File: src/rtl/vend_pkg.sv
// Shared encodings and coin table for the vending datapath.
// Used by the vending controller and the change dispenser.
package vend_pkg;

  localparam int IDX_W   = 2;
  localparam int N_DENOM = 4;

  typedef enum logic [2:0] {
    ST_IDLE   = 3'd0,
    ST_SELECT = 3'd1,
    ST_EJECT  = 3'd2,
    ST_FINISH = 3'd3
  } state_t;

  // Element 0 is the largest coin; greedy search prefers low indices.
  localparam logic [N_DENOM-1:0][7:0] DENOM = {
    8'd1, 8'd2, 8'd5, 8'd10
  };

  function automatic logic [7:0] denom_of(
    input logic [IDX_W-1:0] idx
  );
    return DENOM[idx];
  endfunction

endpackage

File: src/rtl/change_dispenser_ctrl_coin_bank.sv
// Per-denomination coin inventory with refill and decrement.
// Also picks the largest coin that fits the remaining amount.
module coin_bank
  import vend_pkg::*;
#(
  parameter int AMT_W    = 8,
  parameter int CNT_W    = 6,
  parameter int INIT_CNT = 20
) (
  input  logic             clk,
  input  logic             reset,
  input  logic             refill,
  input  logic             dec,
  input  logic [IDX_W-1:0] dec_idx,
  input  logic [AMT_W-1:0] remaining,
  output logic             found,
  output logic [IDX_W-1:0] idx
);

  logic [CNT_W-1:0] cnt [N_DENOM];

  always_ff @(posedge clk) begin
    if (reset || refill) begin
      for (int i = 0; i < N_DENOM; i++) begin
        cnt[i] <= CNT_W'(INIT_CNT);
      end
    end else if (dec && cnt[dec_idx] != '0) begin
      cnt[dec_idx] <= cnt[dec_idx] - CNT_W'(1);
    end
  end

  // Scan from smallest coin up so the lowest fitting index wins.
  always_comb begin
    found = 1'b0;
    idx   = '0;
    for (int i = N_DENOM - 1; i >= 0; i--) begin
      if (cnt[i] != '0 &&
          AMT_W'(denom_of(IDX_W'(i))) <= remaining) begin
        found = 1'b1;
        idx   = IDX_W'(i);
      end
    end
  end

endmodule

File: src/rtl/change_dispenser_ctrl.sv
// Returns change one coin at a time over a req/ack ejector.
// Greedy largest-first, limited by coin inventory.
module change_dispenser_ctrl
  import vend_pkg::*;
#(
  parameter int AMT_W    = 8,
  parameter int CNT_W    = 6,
  parameter int INIT_CNT = 20
) (
  input  logic             clk,
  input  logic             reset,
  input  logic             start,
  input  logic [AMT_W-1:0] change_amt,
  input  logic             eject_ack,
  input  logic             refill,
  output logic             eject_req,
  output logic [1:0]       eject_sel,
  output logic             busy,
  output logic             done,
  output logic             short,
  output logic [AMT_W-1:0] remaining
);

  state_t           state;
  state_t           state_nx;
  logic [IDX_W-1:0] sel_q;
  logic [IDX_W-1:0] pick;
  logic             found;
  logic             accept;
  logic             ack_hit;
  logic             bank_refill;

  assign accept      = (state == ST_IDLE) && start;
  assign ack_hit     = (state == ST_EJECT) && eject_ack;
  assign bank_refill = (state == ST_IDLE) && refill;

  coin_bank #(
    .AMT_W   (AMT_W),
    .CNT_W   (CNT_W),
    .INIT_CNT(INIT_CNT)
  ) u_bank (
    .clk      (clk),
    .reset    (reset),
    .refill   (bank_refill),
    .dec      (ack_hit),
    .dec_idx  (sel_q),
    .remaining(remaining),
    .found    (found),
    .idx      (pick)
  );

  always_ff @(posedge clk) begin
    if (reset) state <= ST_IDLE;
    else       state <= state_nx;
  end

  always_comb begin
    state_nx  = state;
    eject_req = 1'b0;
    busy      = 1'b1;
    done      = 1'b0;
    unique case (state)
      ST_IDLE: begin
        busy = 1'b0;
        if (start) begin
          state_nx = (change_amt == '0) ? ST_FINISH
                                        : ST_SELECT;
        end
      end
      ST_SELECT: begin
        state_nx = found ? ST_EJECT : ST_FINISH;
      end
      ST_EJECT: begin
        eject_req = 1'b1;
        if (eject_ack) state_nx = ST_SELECT;
      end
      ST_FINISH: begin
        done     = 1'b1;
        state_nx = ST_IDLE;
      end
      default: begin
        busy     = 1'b0;
        state_nx = ST_IDLE;
      end
    endcase
  end

  always_ff @(posedge clk) begin
    if (reset) begin
      remaining <= '0;
      short     <= 1'b0;
      sel_q     <= '0;
    end else begin
      if (accept) begin
        remaining <= change_amt;
        short     <= 1'b0;
      end
      if (state == ST_SELECT) begin
        if (found) sel_q <= pick;
        else       short <= (remaining != '0);
      end
      // Selection guaranteed the coin fits, so no underflow.
      if (ack_hit) begin
        remaining <= remaining - AMT_W'(denom_of(sel_q));
      end
    end
  end

  assign eject_sel = sel_q;

endmodule

File: config.mk
export PLATFORM = sky130hd
export DESIGN_NAME = change_dispenser_ctrl
export DESIGN_NICKNAME = d
export VERILOG_FILES = /design/src/rtl/vend_pkg.sv /design/src/rtl/change_dispenser_ctrl_coin_bank.sv /design/src/rtl/change_dispenser_ctrl.sv
export SDC_FILE = /design/constraint.sdc
export NUM_CORES = 1
export LEC_CHECK = 0
export CAP_MARGIN = 20
export CORE_UTILIZATION = 55
export CTS_CLUSTER_DIAMETER = 200
export DETAILED_ROUTE_END_ITERATION = 16
export GPL_TIMING_DRIVEN = 0
export PLACE_DENSITY = 0.79
export SLEW_MARGIN = 10
export SYNTH_ARGS = -nofsm -noshare
export SYNTH_HDL_FRONTEND = slang
export SYNTH_HIERARCHICAL = 1
export SYNTH_SLANG_ARGS = --single-unit
File: constraint.sdc
create_clock -name clk -period 5.4 [get_ports clk]
set_clock_uncertainty 0.15 [all_clocks]
set_input_delay 0.81 -clock clk [delete_from_list [all_inputs] [get_ports clk]]
set_output_delay 0.81 -clock clk [all_outputs]
set_load 0.03 [all_outputs]
; After elaboration in Yosys (flattened, before gate mapping)
; Memory sizes are Yosys's and may differ from the RTL's. A register that Yosys moved wholly into a read port is not among the register bits.
; Cells that the tools add are included.
[classes]
add_sub_neg = 2
order_cmp = 5
n_eq_ne = 5
mux = 33
n_reduce_logical = 22
[ops]
columns = operator, count
row1 = $reduce_bool 6->1, 5
row2 = $mux 8, 3
row3 = $mux 1, 17
row4 = $bmux 8 s2, 1
row5 = $mux 2, 8
row6 = $pmux 3 s3, 1
row7 = $le 1x8->1 const A, 1
row8 = $le 2x8->1 const A, 1
row9 = $le 3x8->1 const A, 1
row10 = $le 4x8->1 const A, 1
row11 = $logic_and 1x1->1, 8
row12 = $logic_not 8->1, 1
row13 = $reduce_bool 8->1, 1
row14 = $sub 8x8->8, 1
row15 = $eq 3x2->1 const B, 2
row16 = $mux 3, 2
row17 = $mux 6, 1
row18 = $reduce_or 6->1, 1
row19 = $sub 6x1->6 const B, 1
row20 = $ne 2x2->1 const B, 2
row21 = $reduce_and 2->1, 2
row22 = $eq 3x1->1 const B, 1
row23 = $logic_not 3->1, 1
row24 = $lt 2x3->1 const B, 1
row25 = 3 further kinds, 3
[totals]
regBits = 14
mem_bits_rw = 24
input_bits = 13
word_cells = 72
mem_count = 1
[mem_list]
columns = name, words, word_bits, rd, rd_ports_with_merged_regs, wr, line_no
row1 = u_bank.cnt, 4, 6, 5, 1, 4, change_dispenser_ctrl_coin_bank.sv:20  ; logic [CNT_W-1:0] cnt [N_DENOM];

; Depth between registers and ports, before layout
[depth]
ltp_word = 9
depth_mapped = 11

; Cells and area by module
; Netlist, hierarchy kept.
[modules_own_cells]
columns = module, n_inst, cells_per_inst, area_each_um2, seq_area_each_um2
row1 = coin_bank, 1, 126, 1451.4, 720.7
row2 = change_dispenser_ctrl, 1, 93, 800.8, 260.2

; Least setup slack after synthesis
; No wires, ideal clock.
[synth_timing]
kind = register to register
startpoint = reg sel_q[0] (netlist: eject_sel[0])
endpoint = mem u_bank.cnt[0][0], enable pin
t_arrival_ns = 2.599
required_time_ns = 4.870
slack_ns = 2.272
stages_incl_launch_ff = 10
period_less_slack_ns = 3.128
path_cell_list = dfxtp_1 -> buf_6 -> mux4_2 -> inv_1 -> ha_1 -> and2b_2 -> a22oi_1 -> o31ai_4 -> buf_6 -> o31ai_1
[synth_lines]
columns = element, line_no
row1 = start: declaration, change_dispenser_ctrl.sv:26  ; logic [IDX_W-1:0] sel_q;
row2 = start signal: assignment, change_dispenser_ctrl.sv:99  ; if (found) sel_q <= pick;
row3 = end: declaration, change_dispenser_ctrl_coin_bank.sv:20

==> summary.log <==
INFO  run_status     run_status=completed
INFO  clock_tree     cts_tree=done
INFO  grt            gr-max-usage-layer=met1
INFO  cells_and_area areaGrowthSynthToFinish=19.2%
INFO  grt            global_route_wire_length_before_repair=8500um
INFO  cells_and_area diodes=0
INFO  clock_tree     postCtsHoldBufs=0
INFO  drt            drt_first_iter_violations=162
INFO  cells_and_area ff_latch_area=981um2
INFO  grt            globalRouteMet2Util=39.7%
INFO  worst_setup_path critical_path_peak_fanout=12
INFO  cells_and_area layoutNonFillerInstCount=301
INFO  floorplan      number_of_rows_created_at_floorplan=22
INFO  floorplan      floorplan.core_area=0.00380mm2
INFO  worst_setup_path crit-reg2reg-capture=u_bank/cnt[0][4]$_SDFFCE_PN1P_
INFO  place          place.port_buffers=26
INFO  sta            worst_pin_slew=0.995ns
INFO  worst_setup_path worst_endpoint_data_arrival_time=3.24ns
INFO  sta            slew_headroom=32.9%
INFO  clock_tree     cts.clk_slew.worst_paths=0.07ns
INFO  logic_synthesis syn-mean-instance-area=10.3um2
INFO  sta            period_minus_slack=3.47ns
INFO  logic_synthesis synthDistinctLibCells=50
INFO  logic_synthesis synthesis.instances=219
INFO  grt            gr_met3_demand_resource=6.03%
INFO  place          gpl.final_weighted_congestion=0.903
INFO  sta            final-max-slew-violation-count=0
INFO  logic_synthesis synthTopCellsByCount=edfxtp_1, nor2_1, nand2_1, nor3_1, dfxtp_1
INFO  logic_synthesis dominantRegCellSynth=edfxtp_1
INFO  worst_setup_path critical_path_class=reg2reg
INFO  sta            rsz0062_at_grt=false
INFO  clock_tree     root_buffer=clkbuf_8
INFO  hold_path      hp-class=reg2reg
INFO  drt            antenna_violating_nets_left=0
INFO  logic_synthesis number_of_synthesized_register_bits=37
INFO  power_and_ir_drop leakage=0.893nW
INFO  worst_setup_path crit_path_largest_cell_delay=0.80ns
INFO  power_and_ir_drop fin_total_pwr=0.783mW
INFO  clock_tree     clockBufferDepth=2
INFO  drt            route.detailed.vias_per_inst=6.04
INFO  logic_synthesis post-synth-top-area-cell=edfxtp_1
INFO  clock_tree     cts-htree-levels=2
INFO  clock_tree     worst_skew_pair.late_latency=0.30ns
INFO  worst_setup_path crit-reg2reg-launch=eject_sel[0]$_SDFFE_PP0P_
INFO  floorplan      ports_placed_on_the_boundary=27
INFO  sta            peak_freq=0.288GHz
INFO  clock_tree     cts_inserted_buffers=5
INFO  power_and_ir_drop power.density_cell_area=292mW/mm2
INFO  clock_tree     postCtsResizedCells=0
INFO  grt            global_route.usage.met1=40.2%
INFO  logic_synthesis synth_top_cell_area_share=32.0%
INFO  cells_and_area num-fill-cells=304
INFO  sta            setup_total_negative_slack=0ns
INFO  worst_setup_path critical_path_buf_inv_count=3
INFO  worst_setup_path worstPathCellList=buf_6 > mux4_2 > inv_1 > ha_1 > and2b_2 > a22oi_1 > o31ai_4 > buf_6 > o31ai_1
INFO  power_and_ir_drop peak_supply_drop=0.183mV
INFO  place          post-dp-hpwl=3940um
INFO  drt            finalWirelength=5320um
INFO  logic_synthesis synth_seq_area_share=43.6%
INFO  cells_and_area final_core_utilization=70.7%
INFO  cells_and_area post_route_cells_drive_above_1_share=11.9%
INFO  drt            via_count=1818
INFO  drt            drc_viols=0
INFO  clock_tree     cts.sink_count=37
INFO  hold_path      holdPathStages=2
INFO  logic_synthesis synth.cell_area=0.00225mm2
INFO  worst_setup_path worstSetupStartpoint=eject_sel[0]$_SDFFE_PP0P_
INFO  worst_setup_path rr_worst_depth=9
INFO  worst_setup_path end_kind=flop
INFO  worst_setup_path timing.critical_path.mode_cell=buf_6
INFO  drt            drt_pass1_iterations=5
INFO  floorplan      dieWidth=66.0um
INFO  worst_setup_path setup.reg_to_reg.worst_slack=1.93ns
INFO  sta            final_setup_violations=0
INFO  grt            grt_start_max_net_pins=13
INFO  drt            detail_route.wl_per_cell=17.7um
INFO  floorplan      die-height=66.0um
INFO  logic_synthesis synth-edff-count=24
INFO  cells_and_area layout.nets=273
INFO  job            cap_viol_max_count=0
INFO  logic_synthesis synthTopCellsByArea=edfxtp_1, dfxtp_1, nor2_1
INFO  sta            hold_viol_final=0
INFO  grt            antenna_violations_before_repair=0
INFO  floorplan      initial_core_util=59.3%
INFO  grt            grt_pass1_vias=1687
INFO  logic_synthesis synth_warnings=6
INFO  grt            globalRouteOverflowTotal=0
INFO  clock_tree     post_cts_setup_buffer_count=0
INFO  cells_and_area multi_input_area=0.00117mm2
INFO  worst_setup_path worst-endpoint-required=5.17ns
INFO  worst_setup_path critPathTopFamily=compound AO/OA/AOI/OAI gates
INFO  logic_synthesis mappedNetlistNets=240
INFO  hold_path      min_to=short$_SDFF_PP0_
INFO  worst_setup_path slowest_stage_cell_crit_path=o31ai_1
INFO  place          dpl.cell_count=293
INFO  logic_synthesis ys_async_sr_fraction=0%
INFO  floorplan      die-area=0.00435mm2
INFO  worst_setup_path critPathLaunchType=flop
INFO  worst_setup_path cp_num_cells=9
INFO  sta            final.period_utilization=64.3%
INFO  grt            gr_util_all_layers=27.0%
INFO  hold_path      timing.hold.worst.start=short$_SDFF_PP0_
layer usage:
layer / share of wire (%) / vias to the layer above
li1: - / 894
met1: 47 / 848
met2: 44 / 69
met3: 7.7 / 7
met4: 1.0 / 0
met5: 0 / -
final cells by class:
cell class,count,share of cell area (%)
Tap cell,48,2.24
Clock inverter,2,1.45
Timing Repair Buffer,26,9.70
Inverter,8,1.12
Multi-Input combinational cell,166,43.6
Clock buffer,6,2.70
Sequential cell,37,36.6
Buffer,8,2.66
through the flow:
step                      setup WS, ns  hold slack (ns)  area, um2
after floorplan                   2.27            0.371       2250
after global placement            1.97            0.363       2570
after detailed placement          1.95            0.348       2570
after CTS                         1.93            0.371       2680
after global routing              1.70            0.402       2680
final                             1.93            0.373       2680
tightest hold or removal path, delay by kind of cell (launching register included):
| kind | cells | cell delay (ns) |
|---|---|---|
| flops | 1 | 0.34 |
| compound gates | 1 | 0.07 |
| simple gates | 1 | 0.07 |
power by group:
group          total (mW)  internal, mW  switching [mW]
sequential          0.344         0.320          0.0240
combinational       0.196        0.0858           0.110
clock               0.242         0.139           0.104
total               0.783         0.545           0.238
logic make-up after synthesis:
family | after synthesis | synth area share [%]
simple gates | 103 | 24.9
xor+xnor | 6 | 2.33
flops | 37 | 43.6
buf+inv | 16 | 4.50
mux | 11 | 8.22
fa+ha+maj | 8 | 4.78
compound gates | 38 | 11.7
cell usage in the layout (no fill, tap or decap), drive strengths merged, types with 2 or more instances in the layout:
cell type / instances
nand2: 16
a21oi: 9
nor2: 24
or4: 4
clkdlybuf4s50: 26
edfxtp: 24
o21ai: 5
mux2i: 5
xnor2: 6
nand3b: 2
or2: 5
buf: 7
o31ai: 2
inv: 8
mux4: 5
nor4: 9
o311ai: 2
ha: 7
or3: 10
o211ai: 2
nor2b: 2
and2: 3
a22oi: 3
clkbuf: 7
a31oi: 6
nor3: 16
a211oi: 4
nand2b: 7
dfxtp: 13
sequential cells by signal, summed over array words and instances (netlist names):
register / cells
eject_sel: 2
state: 2
u_bank/cnt: 24
short: 1
remaining: 8
how the worst max path moves through the flow:
| stage | to | slack, ns |
|---|---|---|
| after global placement | u_bank/cnt[0][5]$_SDFFCE_PN0P_ | 1.97 |
| after global routing | u_bank/cnt[0][5]$_SDFFCE_PN0P_ | 1.70 |
| after floorplan | u_bank/cnt[0][0]$_SDFFCE_PN0P_ | 2.27 |
| final | u_bank/cnt[0][4]$_SDFFCE_PN1P_ | 1.93 |
| after detailed placement | u_bank/cnt[0][3]$_SDFFCE_PN0P_ | 1.95 |
| after CTS | u_bank/cnt[0][2]$_SDFFCE_PN1P_ | 1.93 |
Note: power is estimated with default switching activity, not from simulation.
